## config.mk

```make
export PLATFORM = sky130hd
export DESIGN_NAME = keypad_scan_ctrl_flat
export DESIGN_NICKNAME = d
export VERILOG_FILES = /design/src/rtl/keypad_scan_ctrl_if.sv /design/src/rtl/keypad_scan_ctrl.sv /design/src/flat_wrapper.sv
export SDC_FILE = /design/constraint.sdc
export NUM_CORES = 1
export LEC_CHECK = 0
export BUFFER_PORTS_ARGS = -buffer_cell sky130_fd_sc_hd__buf_2
export CAP_MARGIN = 20
export CORE_MARGIN = 5
export CORE_UTILIZATION = 57
export DETAILED_ROUTE_END_ITERATION = 16
export HOLD_SLACK_MARGIN = 0.1
export PLACE_DENSITY = 0.84
export SYNTH_ARGS = -nofsm -noshare
export SYNTH_HDL_FRONTEND = slang
export SYNTH_SLANG_ARGS = --single-unit
```

## constraint.sdc

```tcl
create_clock -name clk -period 3.2 [get_ports clk]
set_clock_uncertainty 0.1 [all_clocks]
set_input_delay 0.64 -clock clk [delete_from_list [all_inputs] [get_ports clk]]
set_output_delay 0.64 -clock clk [all_outputs]
set_load 0.01 [all_outputs]
```

## src/rtl/keypad_scan_ctrl_if.sv

```systemverilog
// Key handshake between the keypad scanner (master) and the calculator FSM (slave).
// key_held is a status line that travels with the handshake.
interface keypad_scan_ctrl_if;
  logic [3:0] key_code;
  logic       key_valid;
  logic       key_ready;
  logic       key_held;

  modport master (
    output key_code,
    output key_valid,
    output key_held,
    input  key_ready
  );

  modport slave (
    input  key_code,
    input  key_valid,
    input  key_held,
    output key_ready
  );
endinterface

```

## src/rtl/keypad_scan_ctrl.sv

```systemverilog
// 4x4 active-low keypad scanner: drives one column at a time, debounces press and release,
// and hands one 4-bit code (row*4 + col) per physical press to the consumer.
module keypad_scan_ctrl #(
  parameter int unsigned SETTLE_CYCLES = 1000,
  parameter int unsigned DB_CYCLES     = 1000000
) (
  input  logic                      clk,
  input  logic                      rst,
  input  logic [3:0]                row_n,
  output logic [3:0]                col_n,
  keypad_scan_ctrl_if.master        key_if
);

  localparam logic [26:0] SettleLast = 27'(SETTLE_CYCLES - 1);
  localparam logic [26:0] DbLast     = 27'(DB_CYCLES - 1);

  typedef enum logic [2:0] {
    StScanDrive,
    StSample,
    StDebounce,
    StPresent,
    StWaitRelease
  } state_e;

  state_e      state_q, state_d;
  logic [3:0]  sync_q, rows_s_q;
  logic [1:0]  col_idx_q, col_idx_d;
  logic [26:0] cnt_q, cnt_d;
  logic [1:0]  row_cap_q, row_cap_d;
  logic [3:0]  pat_cap_q, pat_cap_d;
  logic [3:0]  key_code_q, key_code_d;
  logic        key_valid_q, key_valid_d;
  logic        key_held_q, key_held_d;

  logic        rows_idle;
  logic        pat_stable;
  logic        settle_done;
  logic        db_done;
  logic        xfer;
  logic [1:0]  low_row;

  assign rows_idle   = (rows_s_q == 4'b1111);
  assign pat_stable  = (rows_s_q == pat_cap_q);
  assign settle_done = (cnt_q == SettleLast);
  assign db_done     = (cnt_q == DbLast);
  assign xfer        = (state_q == StPresent) && key_valid_q && key_if.key_ready;

  // Lowest-numbered low row wins when several rows are pressed on one column.
  always_comb begin
    low_row = 2'd3;
    if (!rows_s_q[0]) begin
      low_row = 2'd0;
    end else if (!rows_s_q[1]) begin
      low_row = 2'd1;
    end else if (!rows_s_q[2]) begin
      low_row = 2'd2;
    end
  end

  // State and datapath registers.
  always_ff @(posedge clk) begin
    if (rst) begin
      state_q     <= StScanDrive;
      sync_q      <= 4'b1111;
      rows_s_q    <= 4'b1111;
      col_idx_q   <= 2'd0;
      cnt_q       <= '0;
      row_cap_q   <= 2'd0;
      pat_cap_q   <= 4'b1111;
      key_code_q  <= 4'd0;
      key_valid_q <= 1'b0;
      key_held_q  <= 1'b0;
    end else begin
      state_q     <= state_d;
      sync_q      <= row_n;
      rows_s_q    <= sync_q;
      col_idx_q   <= col_idx_d;
      cnt_q       <= cnt_d;
      row_cap_q   <= row_cap_d;
      pat_cap_q   <= pat_cap_d;
      key_code_q  <= key_code_d;
      key_valid_q <= key_valid_d;
      key_held_q  <= key_held_d;
    end
  end

  // Next-state logic.
  always_comb begin
    state_d = state_q;
    unique case (state_q)
      StScanDrive: begin
        if (settle_done) state_d = StSample;
      end
      StSample: begin
        state_d = rows_idle ? StScanDrive : StDebounce;
      end
      StDebounce: begin
        if (!pat_stable) begin
          state_d = StScanDrive;
        end else if (db_done) begin
          state_d = StPresent;
        end
      end
      StPresent: begin
        if (xfer) state_d = StWaitRelease;
      end
      StWaitRelease: begin
        if (rows_idle && db_done) state_d = StScanDrive;
      end
      default: state_d = StScanDrive;
    endcase
  end

  // Counter, column, capture and output register updates.
  always_comb begin
    cnt_d       = cnt_q;
    col_idx_d   = col_idx_q;
    row_cap_d   = row_cap_q;
    pat_cap_d   = pat_cap_q;
    key_code_d  = key_code_q;
    key_valid_d = key_valid_q;
    key_held_d  = key_held_q;
    unique case (state_q)
      StScanDrive: begin
        cnt_d = settle_done ? '0 : cnt_q + 27'd1;
      end
      StSample: begin
        if (!rows_idle) begin
          pat_cap_d = rows_s_q;
          row_cap_d = low_row;
        end else begin
          col_idx_d = col_idx_q + 2'd1;
        end
      end
      StDebounce: begin
        if (!pat_stable) begin
          // Bounce: restart the scan from column 0.
          cnt_d     = '0;
          col_idx_d = 2'd0;
        end else if (db_done) begin
          key_code_d  = {row_cap_q, col_idx_q};
          key_valid_d = 1'b1;
          key_held_d  = 1'b1;
          cnt_d       = '0;
        end else begin
          cnt_d = cnt_q + 27'd1;
        end
      end
      StPresent: begin
        if (xfer) key_valid_d = 1'b0;
      end
      StWaitRelease: begin
        // Any low row, including a different key, restarts the release count.
        if (!rows_idle) begin
          cnt_d = '0;
        end else if (db_done) begin
          key_held_d = 1'b0;
          cnt_d      = '0;
          col_idx_d  = 2'd0;
        end else begin
          cnt_d = cnt_q + 27'd1;
        end
      end
      default: ;
    endcase
  end

  assign col_n            = ~(4'b0001 << col_idx_q);
  assign key_if.key_code  = key_code_q;
  assign key_if.key_valid = key_valid_q;
  assign key_if.key_held  = key_held_q;

endmodule

```

## src/flat_wrapper.sv

```systemverilog
// flat-port wrapper written by rule: the top's interface ports become plain ports
module keypad_scan_ctrl_flat 
#(
  parameter int unsigned SETTLE_CYCLES = 1000,
  parameter int unsigned DB_CYCLES     = 1000000
)
  (clk, rst, row_n, col_n, key_if_key_code, key_if_key_valid, key_if_key_held, key_if_key_ready);
  keypad_scan_ctrl_if key_if_i ();
  input  logic clk;
  input  logic rst;
  input  logic [3:0] row_n;
  output logic [3:0] col_n;
  output wire logic [$bits(key_if_i.key_code)-1:0] key_if_key_code;
  output wire logic [$bits(key_if_i.key_valid)-1:0] key_if_key_valid;
  output wire logic [$bits(key_if_i.key_held)-1:0] key_if_key_held;
  input wire logic [$bits(key_if_i.key_ready)-1:0] key_if_key_ready;
  assign key_if_key_code = key_if_i.key_code;
  assign key_if_key_valid = key_if_i.key_valid;
  assign key_if_key_held = key_if_i.key_held;
  assign key_if_i.key_ready = key_if_key_ready;
  keypad_scan_ctrl #(.SETTLE_CYCLES(SETTLE_CYCLES), .DB_CYCLES(DB_CYCLES)) u_core (.clk(clk), .rst(rst), .row_n(row_n), .col_n(col_n), .key_if(key_if_i));
endmodule
```

==> results of run 1 <==
[power groups by stage]
stage | registers, mW | logic [mW] | clock network, mW
6_report | 0.661 | 0.0349 | 0.460
5_1_grt | 0.663 | 0.0392 | 0.502
4_1_cts | 0.661 | 0.0348 | 0.468
3_5_place_dp | 0.676 | 0.0344 | 0
3_3_place_gp | 0.675 | 0.0334 | 0
2_1_floorplan | 0.675 | 0.0263 | 0
[final timing paths]
| check | startpoint | end | slack [ns] | cells past startpoint |
|---|---|---|---|---|
| worst max-delay path | u_core.cnt_q[0] | u_core.cnt_q[22] | 0.60 | 8 |
| worst min-delay path | u_core.sync_q[2] | u_core.rows_s_q[2] | 0.31 | 1 |
| worst max register to register | u_core.cnt_q[0] | u_core.cnt_q[22] | 0.60 | 8 |
| worst min register to register | u_core.sync_q[2] | u_core.rows_s_q[2] | 0.31 | 1 |
[state kept, by name (all words and copies together), names as in the netlist]
signal,cells
u_core.cnt_q,27
u_core.state_q,3
u_core.rows_s_q,4
u_core.col_idx_q,2
u_core.row_cap_q,2
u_core.key_if.key_valid,1
u_core.pat_cap_q,4
u_core.sync_q,4
u_core.key_if.key_code,4
u_core.key_if.key_held,1
[per-layer routing]
metal	part of all wire (%)	vias up	GRT usage, %	routed length, um
li1	-	1152	-	-
met1	44	1055	24.93	2395
met2	48	86	29.88	2630
met3	6.9	12	4.801	382
met4	1.7	0	5.670	96
met5	0	-	0	0
[through the flow]
step / utilization (%) / setup WS, ns
floorplan: - / 0.8793
global placement: 61.16 / 0.7572
detailed placement: 61.16 / 0.6478
CTS: 63.78 / 0.6206
global route: 63.78 / 0.4383
finish: 63.78 / 0.6023
[layout by cell type (no fill, tap or decap), drive strengths merged, types with 3 or more instances in the layout]
cell type / synthesis / final
nor3: 14 / 14
or2: 8 / 8
o21bai: 4 / 4
nand2: 25 / 25
inv: 10 / 11
and4: 3 / 3
nor4: 10 / 10
buf: 4 / 20
ha: 5 / 5
o21ai: 12 / 12
clkbuf: 14 / 5
dfxtp: 52 / 52
nand2b: 7 / 7
nand4: 11 / 11
nor2: 37 / 37
xnor2: 3 / 3
nand3: 26 / 26
a22oi: 4 / 4
xor2: 14 / 14
a21oi: 18 / 18
nand3b: 6 / 6
a31oi: 7 / 7
[worst max-delay path: cells and delay by family (launching register included)]
kind | cells | cell delay (ns)
adders and majority gates | 1 | 0.24
DFF | 1 | 0.39
buffers and inverters | 1 | 0.20
and+or+nand+nor | 4 | 0.94
AOI/OAI and AO/OA | 2 | 0.60
[final cells by class]
type	instances	area share, %
multi-input combinational	239	51.05
sequential	52	37.23
timing repair buffer	20	3.937
clock buffer	5	2.461
tap	52	2.327
clock inverter	3	1.655
inverter	10	1.342
[kinds of logic after synthesis]
| family | share of synthesized area (%) |
|---|---|
| AND/OR/NAND/NOR | 32.32 |
| AO/OA/AOI/OAI | 14.07 |
| flip-flops | 40.37 |
| buffers and inverters | 4.270 |
| XOR/XNOR | 5.774 |
| adder cells (fa/ha/maj) | 2.426 |
| multiplexers | 0.7764 |
==> out/metrics.cfg, run 1 <==
[outcome]
status=completed

[placed_design]
numPortBuffers=16
postPlaceCellArea_sq_um=2681
hpwl_um=3769
gp_congestion=0.8148
dp.cells=373

[drt]
drt-total-wl_um=5505
drc=0
vias_per_cell=6.050
drt_iter0_drc=277
vias=2305
wire_per_inst_um=14.45
ant_nets=0
firstDrtPassIters=7

[timing]
max_freq_ghz=0.3850
tns_ns=0
worstMarginPinSlew_ns=0.7654
drv_slew=0
period_share_pct=81.18
finalCriticalPeriod_ns=2.598
rsz0062_at_grt=no
setup_violations=0
slew_headroom_pct=48.87
final-hold-violation-count=0
worst_hold_slack_ns=0.3146

[synthesis]
ys_types=45
synthArstFlopShare_pct=0
synth_area_sq_um=2579
synth_top_area_share_pct=40.37
syn-num-nets=331
synth_ff_type=dfxtp_1
synth.most_common_cell=dfxtp_1
syn_inst=319
ys_top_cells_by_area=dfxtp_1 (40%), nor2_1 (5.4%), nand3_1 (5.0%), xor2_1 (4.8%), nand2_1 (3.6%)
synth-seq-cells=52
syn_avg_cell_area_sq_um=8.084
synth_edf_count=0
synthTopCellsByCount=dfxtp_1 (52), nor2_1 (37), nand3_1 (26), nand2_1 (25), a21oi_1 (18)
yosys.area.top_type=dfxtp_1
yosysWarnings=0
seq_area_frac_synth_pct=40.37

[power_and_ir_drop]
ir_drop_mv=0.3529
p_comb_share_pct=3.0
switchingPower_mw=0.2511
p_total_mw=1.156
p_leak_nw=0.9806
seqPwrFrac_pct=57.2
power_density_nw_per_um2=413.4
switching_share_pct=21.72
p_int_mw=0.9051
pwr-share-clk_pct=39.8

[clocking]
cts_resized=0
cts_root_buffer=clkbuf_8
clk_pin_slew_ns=0.09
cts_tree=yes
max-clock-path-buffers=2
cts_buffers=5
numClockSinks=52
post_cts_buffers=0
postCtsHoldBufs=0
worst_skew_pair.late_latency_ns=0.31
htreeDepth=2

[layout]
regArea_sq_um=1041
multi_input_area_sq_um=1428
drive_gt1_share_pct=12.46
final_area_sq_um=2796
nNetsFinal=340
syn_to_final_growth_pct=8.442
num-fill-cells=369
antenna_cells=0
fin_cells=381

[grt]
grt_usage_pct=18.79
grt_max_degree=43
antenna_found_initial=0
grt_pass1_wl_um=9321
grt_overflow=0
grt_pass1_vias=2044

[critical_path]
cpPeakStageDelay_ns=0.46
worst_setup_path_end_kind=flip-flop
critPathKind=reg -> reg
crit_required_ns=3.29
critPathArrivalTime_ns=2.69
path_max_fanout=13
crit_slowest_cell=o21bai_2
crit_path_start_kind=flip-flop
crit_chain=ha_1 -> nor4b_1 -> nand4_1 -> nor4_4 -> buf_4 -> o32ai_2 -> o21bai_2 -> nor2_1

[die]
coreArea_sq_um=4384
dieArea_sq_um=5969
io_pins=17
start_util_pct=58.82
die_x_um=77.26
std_cell_rows=24
die_y_um=77.26

[job]
maxCapViolations=0

[worst_hold_path]
hp-class=reg -> reg

Note: power is estimated with default switching activity, not from simulation.
==> inputs of run 2 (changes only) <==
==> constraint.sdc (replaced) <==
create_clock -name clk -period 2.6 [get_ports clk]
set_clock_uncertainty 0.1 [all_clocks]
set_input_delay 0.52 -clock clk [delete_from_list [all_inputs] [get_ports clk]]
set_output_delay 0.52 -clock clk [all_outputs]
set_load 0.01 [all_outputs]
==> out/metrics.cfg, run 2 (synthesis results as in run 1) <==
[outcome]
status=completed

[drt]
vias_per_cell=5.964  ; -1.4%
ant_nets=0  ; unchanged
drt_iter0_drc=245  ; -12%
drt-total-wl_um=5210  ; -5.4%
vias=2308  ; +0.13%
wire_per_inst_um=13.46  ; -6.8%
drc=0  ; unchanged
firstDrtPassIters=5  ; -2

[worst_hold_path]
hp-class=in -> reg
hold_path_end=u_core.sync_q[3]
hold-path-cell-count=2  ; +1
hold_start=row_n[3]

[placed_design]
hpwl_um=3528  ; -6.4%
gp_congestion=0.8688  ; +6.6%
postPlaceCellArea_sq_um=2711  ; +1.1%
numPortBuffers=16  ; unchanged
dp.cells=377  ; +1.1%
dp_slack_ns=0.1239  ; -0.5238 ns

[clocking]
clk_pin_slew_ns=0.09  ; about the same
numClockSinks=52  ; unchanged
worst_skew_pair.late_latency_ns=0.31  ; about the same
cts_tree=yes
cts_root_buffer=clkbuf_8
postCtsHoldBufs=0  ; unchanged
cts_buffers=5  ; unchanged
max-clock-path-buffers=2  ; unchanged
htreeDepth=2  ; unchanged

[critical_path]
crit_required_ns=2.68  ; -0.61 ns
path_max_fanout=10  ; -3
critPathArrivalTime_ns=2.47  ; -0.22 ns
rr_worst_depth=9  ; +1
r2r-end=u_core.cnt_q[2]
crit_start=u_core.cnt_q[0]
crit_path_start_kind=flip-flop
r2r-start=u_core.cnt_q[0]
r2r_slack_ns=0.21  ; -0.39 ns
worst_setup_path_end_kind=flip-flop
critPathKind=reg -> reg

[die]
die_y_um=77.26  ; unchanged
die_x_um=77.26  ; unchanged
coreArea_sq_um=4384  ; unchanged
start_util_pct=58.82  ; unchanged
io_pins=17  ; unchanged
std_cell_rows=24  ; unchanged
dieArea_sq_um=5969  ; unchanged

[layout]
antenna_cells=0  ; unchanged
largest_reg_flops=27  ; unchanged
syn_to_final_growth_pct=10.33
nNetsFinal=346  ; +1.8%
final_common_cell=dfxtp_1
final_util_pct=64.90  ; +1.1 points
fin_cells=387  ; +1.6%
final_area_sq_um=2845  ; +1.7%
final_cell_mix=dfxtp_1 (52), nor2_1 (37), nand3_1 (26)
largest_register=u_core.cnt_q
drive_gt1_share_pct=14.33  ; +1.9 points

[power_and_ir_drop]
switchingPower_mw=0.3053  ; +22%
switching_share_pct=21.50  ; -0.22 points
ir_drop_mv=0.4470  ; +27%
p_comb_share_pct=3.1  ; about the same
p_int_mw=1.115  ; +23%
seqPwrFrac_pct=57.3  ; about the same
pwr-share-clk_pct=39.6  ; -0.2 points
power_density_nw_per_um2=499.2  ; +21%
p_leak_nw=1.011  ; +3.1%

[timing]
period_share_pct=91.94  ; +11 points
finalCriticalPeriod_ns=2.390  ; -0.2073 ns
tns_ns=0  ; unchanged
max_freq_ghz=0.4183  ; +8.7%
setup_violations=0  ; unchanged
drv_slew=0  ; unchanged
finalWorstSetupSlack_ns=0.2096  ; -0.3927 ns
worstMarginPinSlew_ns=0.6845  ; -0.08092 ns
slew_headroom_pct=54.37  ; +5.5 points
final-hold-violation-count=0  ; unchanged

[grt]
grt_pass1_vias=2012  ; -1.6%
grt_pass1_wl_um=8997  ; -3.5%
grt_max_degree=43  ; unchanged
grt_usage_pct=17.94  ; -0.85 points
grt_overflow=0  ; unchanged
antenna_found_initial=0  ; unchanged

[job]
maxCapViolations=0  ; unchanged

==> run 2: cell count changes in the layout (fill, tap and decap cells not counted) <==
cell and delta:
buf_4 +6, o21bai_1 -1, o21bai_2 +1
==> run 2: area by class of cell <==
type,count,area [sq um]
inverters,10,37.54
well taps,52,65.06
multi-input cells,239,1431
flip-flops and latches,52,1041
repair buffers,26,155.1
clock inverters,3,46.29
clock buffers,5,68.82
fillers,356,1539
==> run 2: critical path, cell delays in order, from the launching register on <==
cell and delay (ns):
dfxtp_1 0.38, ha_1 0.25, nor4b_1 0.28, nand4_1 0.24, nor4_4 0.29, buf_4 0.18
o32ai_2 0.10, buf_4 0.20, o211ai_1 0.16, a21oi_1 0.08
==> run 2: repair_timing <==
item	in CTS	in global routing
gates resized for setup	0	1
endpoints found under the setup margin	0	31
buffers inserted	0	2
==> run 2: worst max-delay path by stage <==
stage	to	slack [ns]	depth (start not counted)
2_1_floorplan	u_core.cnt_q[14]	0.28	8
3_3_place_gp	u_core.cnt_q[6]	0.24	7
3_5_place_dp	u_core.cnt_q[6]	0.12	7
4_1_cts	u_core.cnt_q[6]	0.09	7
5_1_grt	u_core.cnt_q[2]	-0.02	9
6_report	u_core.cnt_q[2]	0.21	9
==> run 2: power by group through the flow <==
stage / clock, mW / combinational [mW] / sequential, mW
6_report: 0.562 / 0.0443 / 0.814
5_1_grt: 0.614 / 0.0492 / 0.816
4_1_cts: 0.578 / 0.0439 / 0.814
3_5_place_dp: 0 / 0.0438 / 0.832
3_3_place_gp: 0 / 0.0431 / 0.831
2_1_floorplan: 0 / 0.0323 / 0.830
==> run 2: metrics by stage <==
stage	power, mW	hold WS (ns)
after floorplan	0.8626	0.2895
after global placement	0.8745	0.2904
after detailed placement	0.8759	0.2974
after CTS	1.435	0.2716
after global routing	1.479	0.2720
final	1.420	0.2802
==> run 2: per-layer routing <==
layer / GRT usage, % / routed length, um
met1: 23.50 / 2428
met4: 6.701 / 115
met2: 28.11 / 2358
met3: 4.801 / 307
met5: 0 / 0
